## config.mk

```make
export PLATFORM = sky130hd
export DESIGN_NAME = emu_time_dec_gen
export DESIGN_NICKNAME = d
export VERILOG_FILES = /design/src/rtl/emu_time_pkg.sv /design/src/rtl/emu_dt_min.sv /design/src/rtl/emu_time_dec_gen.sv
export SDC_FILE = /design/constraint.sdc
export NUM_CORES = 1
export LEC_CHECK = 0
export BUFFER_PORTS_ARGS = -buffer_cell sky130_fd_sc_hd__buf_2
export CELL_PAD_IN_SITES_DETAIL_PLACEMENT = 0
export CELL_PAD_IN_SITES_GLOBAL_PLACEMENT = 1
export CORE_ASPECT_RATIO = 1.2
export CORE_MARGIN = 4
export CORE_UTILIZATION = 41
export DETAILED_ROUTE_END_ITERATION = 8
export GPL_TIMING_DRIVEN = 0
export PLACE_DENSITY = 0.85
export SLEW_MARGIN = 20
export SYNTH_ARGS = -nofsm -noshare
export SYNTH_HDL_FRONTEND = slang
export SYNTH_SLANG_ARGS = --single-unit
export TNS_END_PERCENT = 20
```

## constraint.sdc

```tcl
create_clock -name emu_clk -period 3.5 [get_ports emu_clk]
set_input_delay 0.35 -clock emu_clk [delete_from_list [all_inputs] [get_ports emu_clk]]
set_output_delay 0.35 -clock emu_clk [all_outputs]
set_load 0.01 [all_outputs]
```

## src/rtl/emu_time_pkg.sv

```systemverilog
// Shared widths and types for the emulation time path and the trace port that probes it.
package emu_time_pkg;

   localparam int unsigned EMU_TIME_WIDTH = 64;
   localparam int unsigned EMU_DT_WIDTH   = 32;
   localparam int unsigned EMU_DEC_WIDTH  = 32;

   typedef logic [EMU_TIME_WIDTH-1:0] emu_time_t;
   typedef logic [EMU_DT_WIDTH-1:0]   emu_dt_t;
   typedef logic [EMU_DEC_WIDTH-1:0]  emu_dec_t;

endpackage

```

## src/rtl/emu_dt_min.sv

```systemverilog
// Combinational unsigned minimum over N packed W-bit lanes, built as a log-depth compare tree.
module emu_dt_min #(
   parameter int unsigned N = 2,
   parameter int unsigned W = 32
) (
   input  logic [N*W-1:0] in_i,
   output logic [W-1:0]   min_o
);

   localparam int unsigned LEVELS = (N > 1) ? $clog2(N) : 0;
   localparam int unsigned NP     = 1 << LEVELS;

   for (genvar l = 0; l <= LEVELS; l++) begin : g_lvl
      logic [W-1:0] v [NP >> l];
      for (genvar i = 0; i < (NP >> l); i++) begin : g_node
         if (l == 0) begin : g_leaf
            if (i < N) begin : g_in
               assign v[i] = in_i[i*W +: W];
            end else begin : g_pad
               // All-ones padding never wins a minimum.
               assign v[i] = '1;
            end
         end else begin : g_min
            assign v[i] = (g_lvl[l-1].v[2*i] < g_lvl[l-1].v[2*i+1]) ?
                          g_lvl[l-1].v[2*i] : g_lvl[l-1].v[2*i+1];
         end
      end
   end

   assign min_o = g_lvl[LEVELS].v[0];

endmodule

```

## src/rtl/emu_time_dec_gen.sv

```systemverilog
// Emulated-time accumulator with saturation and a decimated sample strobe for trace capture.
// Optional stop-time clamp and emu_stopped output are enabled by defining EMU_STOP_TIME_EN.
module emu_time_dec_gen
   import emu_time_pkg::*;
#(
   parameter int unsigned TIME_WIDTH = EMU_TIME_WIDTH,
   parameter int unsigned DT_WIDTH   = EMU_DT_WIDTH,
   parameter int unsigned N_DT       = 2,
   parameter int unsigned DEC_WIDTH  = EMU_DEC_WIDTH
) (
   input  logic                     emu_clk,
   input  logic                     emu_rst_n,
   input  logic                     emu_run,
   input  logic [N_DT*DT_WIDTH-1:0] emu_dt_req,
   input  logic [DEC_WIDTH-1:0]     emu_dec_thr,
`ifdef EMU_STOP_TIME_EN
   input  logic [TIME_WIDTH-1:0]    emu_stop_time,
   output logic                     emu_stopped,
`endif
   output logic [DT_WIDTH-1:0]      emu_dt,
   output logic [TIME_WIDTH-1:0]    emu_time,
   output logic                     emu_dec_cmp,
   output logic                     emu_time_sat
);

   localparam int unsigned CW = (TIME_WIDTH > DT_WIDTH) ? TIME_WIDTH : DT_WIDTH;

   logic [TIME_WIDTH-1:0] time_q, time_d;
   logic [DEC_WIDTH-1:0]  cnt_q, cnt_d;
   logic                  cmp_q, cmp_d;
   logic                  sat_q, sat_d;
   logic [DT_WIDTH-1:0]   lane_min;
   logic                  adv;
   logic [CW:0]           sum_w;
   logic                  ovf;

   emu_dt_min #(
      .N (N_DT),
      .W (DT_WIDTH)
   ) u_dt_min (
      .in_i  (emu_dt_req),
      .min_o (lane_min)
   );

`ifdef EMU_STOP_TIME_EN
   logic [TIME_WIDTH-1:0] remain;
   logic [CW-1:0]         remain_w;
   logic [CW-1:0]         lane_w;

   always_comb begin
      emu_stopped = (time_q >= emu_stop_time);
      remain      = emu_stop_time - time_q;
      remain_w    = CW'(remain);
      lane_w      = CW'(lane_min);
      emu_dt      = lane_min;
      // Clamp so time lands exactly on the stop point and then holds.
      if (emu_stopped) begin
         emu_dt = '0;
      end else if (remain_w < lane_w) begin
         emu_dt = DT_WIDTH'(remain_w);
      end
   end
`else
   assign emu_dt = lane_min;
`endif

   always_comb begin
      adv    = emu_run && (emu_dt != '0);
      sum_w  = (CW+1)'(time_q) + (CW+1)'(emu_dt);
      ovf    = |sum_w[CW:TIME_WIDTH];
      time_d = time_q;
      cnt_d  = cnt_q;
      sat_d  = sat_q;
      cmp_d  = 1'b0;
      if (adv) begin
         if (ovf) begin
            time_d = '1;
            sat_d  = 1'b1;
         end else begin
            time_d = sum_w[TIME_WIDTH-1:0];
         end
         // >= so a threshold lowered below the running count strobes at once.
         if (cnt_q >= emu_dec_thr) begin
            cnt_d = '0;
            cmp_d = 1'b1;
         end else begin
            cnt_d = cnt_q + 1'b1;
         end
      end
   end

   always_ff @(posedge emu_clk or negedge emu_rst_n) begin
      if (!emu_rst_n) begin
         time_q <= '0;
         cnt_q  <= '0;
         cmp_q  <= 1'b0;
         sat_q  <= 1'b0;
      end else begin
         time_q <= time_d;
         cnt_q  <= cnt_d;
         cmp_q  <= cmp_d;
         sat_q  <= sat_d;
      end
   end

   assign emu_time     = time_q;
   assign emu_dec_cmp  = cmp_q;
   assign emu_time_sat = sat_q;

endmodule
```

==> results of run 1 <==
[flip-flops by register name (all words and copies together) (netlist names)]
register      flops
cnt_q            32
emu_time         64
emu_dec_cmp       1
emu_time_sat      1
[worst paths after layout]
check                      cells past startpoint                        to  slack [ps]
setup / recovery                              23  emu_time[55]$_DFFE_PN0P_        -870
hold / removal                                 2      cnt_q[1]$_DFFE_PN0P_         440
setup reg to reg                              12     cnt_q[30]$_DFFE_PN0P_          40
hold reg to reg                                1  emu_time_sat$_DFFE_PN0P_         530
max in group asynchronous                      3  emu_time[43]$_DFFE_PN0P_        2400
min in group emu_clk                           1  emu_time_sat$_DFFE_PN0P_         530
[per-layer routing]
metal  share of wire  wire length [um]  GRT usage  up-vias
met1            0.42             12600      0.316     4357
met5               0                 0          0        -
met4           0.028               835     0.0826        0
met2            0.51             15300      0.453      286
met3           0.048              1430     0.0285       53
li1                -                 -          -     4359
[layout make-up]
class,count,area [um2]
plain buffers,37,256
clock inverters,3,68.8
inverters,93,374
flip-flops and latches,98,2450
multi-input cells,820,6210
clock buffers,13,270
well taps,265,332
repair buffers,231,1370
fillers,1942,9060
[kinds of logic after synthesis]
| group | synth area share |
|---|---|
| buf+inv | 0.0618 |
| compound gates | 0.214 |
| mux | 0.0472 |
| xor+xnor | 0.0266 |
| flops | 0.286 |
| simple gates | 0.221 |
| fa+ha+maj | 0.143 |
[power groups by stage]
stage	clock network [mW]	registers, mW	logic, mW
after floorplan	0	1.70	2.46
after global placement	0	1.69	3.55
after detailed placement	0	1.70	3.59
after CTS	1.17	1.68	3.92
after global routing	1.21	1.72	4.46
final	1.16	1.69	4.06
[cell usage in the layout, fill, tap and decap left out, drive strengths merged, types with 4 or more instances in the layout]
cell type and n:
buf 244, nand2 114, dfrtp 98, ha 96, inv 94, a21oi 78, o21ai 66, nand3 65
nor2 48, clkbuf 36, nand4 34, o22a 28, nor4 27, and3 26, mux2 24, a31oi 21
a21o 18, xnor2 16, nor3 16, mux2i 13, o21a 13, and2 11, and4 11, xor2 10
nor2b 7, a211oi 7, nand2b 6, o2bb2ai 6, a21boi 5, o22ai 5, a221oi 5, o211ai 4
a22o 4, or2 4, o2111ai 4
[stage by stage]
step,setup TNS (ps),cell area (um2),total power [mW]
after floorplan,-45580,8880,4.17
after global placement,-139250,10200,5.23
after detailed placement,-140330,10200,5.29
after CTS,-50800,11100,6.76
after global routing,-68770,11300,7.39
final,-52810,11300,6.90
[what timing repair did]
action / 4_1_cts / 5_1_grt
cloned: 4 / 0
pin swaps: 49 / 27
hold buffers: 1 / 0
buffers inserted: 18 / 14
endpoints found under the setup margin: 98 / 98
gates resized for setup: 84 / 49
hold endpoints to repair: 31 / 0
==> impl_metrics.py, run 1 <==
metrics = {
    "outcome": {
        "status": "finished, violations left",
        "failed_checks": "setup timing",
    },
    "detailed_routing": {
        "vias_per_cell": 5.80,
        "num_vias": 9055,
        "drc_errors": 0,
        "drt_iter0_drc": 599,
        "drt_wl_total_um": 30100,
        "ant_nets": 0,
        "drt-pass1-iter-count": 5,
        "routedWlPerCell_um": 19.3,
    },
    "clocking": {
        "cts_buffers": 9,
        "clock_latency_ps": 360,
        "cts.sinks": 98,
        "htree_levels": 3,
        "cts_tree": "yes",
        "clkSlewWorstSetupHoldPaths_ps": 70,
        "clock_path_buffers": 2,
        "cts-root-buf": "clkbuf_16",
    },
    "timing": {
        "fin_crit_sh": 1.25,
        "fin_skew_ps": 9.71,
        "slew_headroom": 0.526,
        "maxSlewViolCount": 0,
        "worst_pin_slew_ps": 706,
        "worst_slack_ps": -871,
        "holdWs_ps": 438,
        "max_freq_mhz": 229,
        "finalSetupViolations": 65,
        "finalHoldViolCount": 0,
        "post-route-min-period_ps": 4370,
        "rsz0062_at_grt": "true",
    },
    "placed_design": {
        "hpwl_um": 23200,
        "pre_cts_ws_ps": -2110,
        "io_buffers": 196,
        "dp.cells": 1513,
        "place_congestion": 0.919,
    },
    "logic_synthesis": {
        "synth_fp_nets": 1247,
        "synth_edf_count": 0,
        "postSynthCellCount": 1051,
        "ys_seq_elements": 98,
        "synth_flop_cell": "dfrtp_1",
        "synth_area_leaders": "dfrtp_1, ha_1, nand2_1, a21oi_1, inv_1",
        "synthDistinctLibCells": 63,
        "postSynthAreaPerCell_um2": 8.15,
        "yosys_warnings": 0,
        "ys_top_cells_by_count": "nand2_1, dfrtp_1, ha_1, inv_1, a21oi_1",
        "synth.cell_area_um2": 8560,
        "synth.most_common_cell": "nand2_1",
        "yosysTopAreaCellShare": 0.286,
        "async_reset_ff_frac": 1.00,
        "ys_seq_area_frac": 0.286,
        "synth_top_area_cell": "dfrtp_1",
    },
    "power": {
        "intPower_mw": 3.84,
        "ir_drop_mv": 0.276,
        "power_density_nw_per_um2": 609,
        "power_switching_mw": 3.06,
        "cellLeakagePower_nw": 5.34,
        "seqPwrFrac": 0.244,
        "switching_share": 0.443,
        "pwr-share-comb": 0.588,
        "p_clk_frac": 0.168,
    },
    "cells_and_area": {
        "fin_util": 0.556,
        "final_cells": 1560,
        "diodes": 0,
        "nets": 1486,
        "area_delta_synth_final_pct": 32.4,
        "drive_gt1_frac": 0.313,
    },
    "floorplan": {
        "start_util": 0.420,
        "die-area_um2": 23300,
        "die-width_um": 140,
        "row_count": 57,
        "boundaryPins": 197,
        "core-area_um2": 20400,
        "dieHeight_um": 166,
    },
    "grt": {
        "grtUsageTotal": 0.253,
        "grt-ovfl-total": 0,
        "grt_pass1_wl_um": 47900,
        "antenna_found_initial": 0,
        "grt_pass1_vias": 8905,
        "grt_max_degree": 68,
    },
    "setup_path": {
        "critPathLaunch": "emu_dt_req[4]",
        "crit_path_top_delay_cell": "mux2_4",
        "rr_startpoint": "cnt_q[0]$_DFFE_PN0P_",
        "worstSetupPathType": "primary input to register",
        "crit_path_cell_trace": "buf_6 -> ha_4 -> a221oi_2 -> nand2_1 -> a31oi_2 -> o211ai_1 -> a21oi_4 -> buf_6 -> mux2_4 -> ha_4 -> inv_2 -> fa_2 -> nor2b_4 -> o31a_1 -> o311a_1 -> o21a_1 -> o211ai_1 -> buf_4 -> a21o_1 -> buf_6 -> buf_6 -> nand2_1 -> mux2_2",
        "crit_buf_inv": 6,
        "crit_family": "compound AO/OA/AOI/OAI gates",
        "critPathMaxFanout": 10,
        "crit_path_end_kind": "register",
        "start_kind": "primary input",
        "cpMostUsedCell": "buf_6",
        "cp_data_arrival_time_ps": 4610,
        "critPathMaxStageDelay_ps": 330,
        "worst_ep_required_time_ps": 3740,
    },
    "min_path": {
        "min_path_type": "primary input to asynchronous set/reset pin",
    },
    "job": {
        "max-cap-violations": 0,
    },
}
No activity file was read; power rests on OpenSTA's default activity.
==> inputs of run 2 (changes only) <==
- CORE_MARGIN: 4 -> 5
- CORE_UTILIZATION: 41 -> 44
- PLACE_DENSITY: 0.85 -> 0.91
- clock period: 3.5 -> 5.3 ns (I/O delays scaled with it)
==> impl_metrics.py, run 2 (synthesized netlist as in run 1, its figures left out) <==
metrics = {
    "outcome": {
        "status": "finished clean",
    },
    "setup_path": {
        "rr_worst_depth": 12,
        "reg2reg_slack_ps": 1610,
        "critPathMaxStageDelay_ps": 370,
        "crit_cells": 24,
        "crit_path_cell_trace": "buf_2 -> ha_1 -> a221oi_2 -> nand2_1 -> a31oi_1 -> o211ai_1 -> buf_4 -> a21oi_4 -> buf_4 -> buf_12 -> mux2_2 -> ha_1 -> inv_1 -> fa_1 -> nor2b_1 -> o31a_1 -> o311a_1 -> o21a_1 -> o211ai_1 -> buf_4 -> a211oi_2 -> buf_4 -> nand4_1 -> mux2_2",
        "worst_r2r_endpoint": "cnt_q[30]$_DFFE_PN0P_",
        "cpMostUsedCell": "buf_4",
        "rr_startpoint": "cnt_q[0]$_DFFE_PN0P_",
        "worstSetupPathType": "primary input to register",
        "crit_path_top_delay_cell": "mux2_2",
        "endpoint": "emu_time[58]$_DFFE_PN0P_",
        "critPathMaxFanout": 10,
        "crit_family": "compound AO/OA/AOI/OAI gates",
        "cp_data_arrival_time_ps": 5300,
        "critPathLaunch": "emu_dt_req[4]",
        "start_kind": "primary input",
        "worst_ep_required_time_ps": 5540,
        "crit_path_end_kind": "register",
        "crit_buf_inv": 7,
    },
    "grt": {
        "grt-ovfl-total": 0,
        "grtUsageTotal": 0.243,
        "grt_pass1_vias": 8534,
        "grt_pass1_wl_um": 43600,
        "antenna_found_initial": 0,
        "grt_max_degree": 74,
    },
    "power": {
        "ir_drop_mv": 0.190,
        "power_density_nw_per_um2": 402,
        "cellLeakagePower_nw": 5.06,
    },
    "floorplan": {
        "boundaryPins": 197,
        "dieHeight_um": 163,
        "core-area_um2": 19300,
        "row_count": 56,
        "die-width_um": 137,
        "start_util": 0.443,
        "die-area_um2": 22400,
    },
    "clocking": {
        "clock_latency_ps": 350,
        "htree_levels": 3,
        "clock_path_buffers": 2,
        "cts-root-buf": "clkbuf_16",
        "cts.sinks": 98,
        "clkSlewWorstSetupHoldPaths_ps": 70,
        "cts_tree": "yes",
        "cts_hold_buf": 0,
        "cts_buffers": 9,
    },
    "cells_and_area": {
        "area_delta_synth_final_pct": 21.0,
        "final_common_cell": "buf_2",
        "largest_reg_flops": 64,
        "fill_cells": 1915,
        "nets": 1462,
        "final_cell_mix": "buf_2, nand2_1, dfrtp_1",
        "drive_gt1_frac": 0.219,
        "diodes": 0,
    },
    "detailed_routing": {
        "num_vias": 8808,
        "vias_per_cell": 5.75,
        "drt_wl_total_um": 27300,
        "ant_nets": 0,
        "drt-pass1-iter-count": 5,
        "drt_iter0_drc": 615,
        "routedWlPerCell_um": 17.8,
        "drc_errors": 0,
    },
    "timing": {
        "fin_crit_sh": 0.955,
        "slew_headroom": 0.435,
        "worst_pin_slew_ps": 840,
        "maxSlewViolCount": 0,
        "worst_slack_ps": 240,
        "holdWs_ps": 34.2,
        "finalSetupViolations": 0,
        "post-route-min-period_ps": 5060,
        "rsz0062_at_grt": "false",
        "max_freq_mhz": 198,
        "fin_skew_ps": 10.3,
        "finalHoldViolCount": 0,
    },
    "placed_design": {
        "pre_cts_ws_ps": -1100,
        "io_buffers": 196,
        "place_congestion": 0.919,
        "hpwl_um": 21900,
    },
    "job": {
        "max-cap-violations": 0,
    },
    "min_path": {
        "min_path_type": "primary input to asynchronous set/reset pin",
    },
}
## run 2: changes by cell type in the layout (fill, tap and decap cells not counted), moves of 8 or more
cell	change
ha_4	-21
o21ai_0	+21
o21ai_1	-10
a21oi_2	-10
inv_2	-12
clkbuf_1	+8
o21ai_2	-10
mux2_4	-8
a21oi_1	+10
inv_1	+18
buf_4	-21
ha_1	+23
## run 2: per-stage QoR
step / cells / total power [mW] / instance area, um2 / utilization / TNS, ps
after floorplan: 1051 / 2.71 / 8560 / - / 0
after global placement: 1508 / 3.39 / 9870 / 0.510 / -60700
after detailed placement: 1509 / 3.42 / 9900 / 0.512 / -61200
after CTS: 1531 / 4.15 / 10300 / 0.533 / 0
after global routing: 1532 / 4.49 / 10400 / 0.536 / 0
final: 1532 / 4.17 / 10400 / 0.536 / 0
## run 2: routing by layer
| layer | track usage | up-vias | part of all wire |
|---|---|---|---|
| li1 | - | 4303 | - |
| met1 | 0.302 | 4193 | 0.42 |
| met2 | 0.433 | 273 | 0.51 |
| met3 | 0.0300 | 39 | 0.053 |
| met4 | 0.0812 | 0 | 0.021 |
| met5 | 0 | - | 0 |
## run 2: layout make-up
cell class | count | area (um2) | share of cell area
buffer | 40 | 196 | 0.0190
clock buffer | 10 | 239 | 0.0231
clock inverter | 6 | 72.6 | 0.00700
inverter | 93 | 349 | 0.0337
multi-input combinational | 819 | 5630 | 0.543
sequential | 98 | 2450 | 0.237
tap | 261 | 327 | 0.0315
timing repair buffer | 205 | 1100 | 0.106
## run 2: timing repair
action / 4_1_cts / 5_1_grt
pin swaps: 1 / 2
gates resized for setup: 9 / 22
buffers inserted: 6 / 2
setup endpoints to repair: 65 / 61
## run 2: worst min-delay path by stage
stage	start	to	slack [ps]	cells past startpoint
after floorplan	emu_rst_n	cnt_q[0]$_DFFE_PN0P_	230	0
after CTS	emu_rst_n	cnt_q[5]$_DFFE_PN0P_	30	1
after global routing	emu_rst_n	cnt_q[5]$_DFFE_PN0P_	50	1
after detailed placement	emu_rst_n	cnt_q[5]$_DFFE_PN0P_	420	1
final	emu_rst_n	cnt_q[5]$_DFFE_PN0P_	30	1
after global placement	emu_time_sat$_DFFE_PN0P_	emu_time_sat$_DFFE_PN0P_	480	1
## run 2: where the power goes
part,total [mW],internal [mW],switching [mW],leakage (nW)
registers,1.10,0.912,0.186,1.26
clock network,0.695,0.384,0.311,0.150
logic,2.37,0.992,1.38,3.65
total,4.17,2.29,1.88,5.06
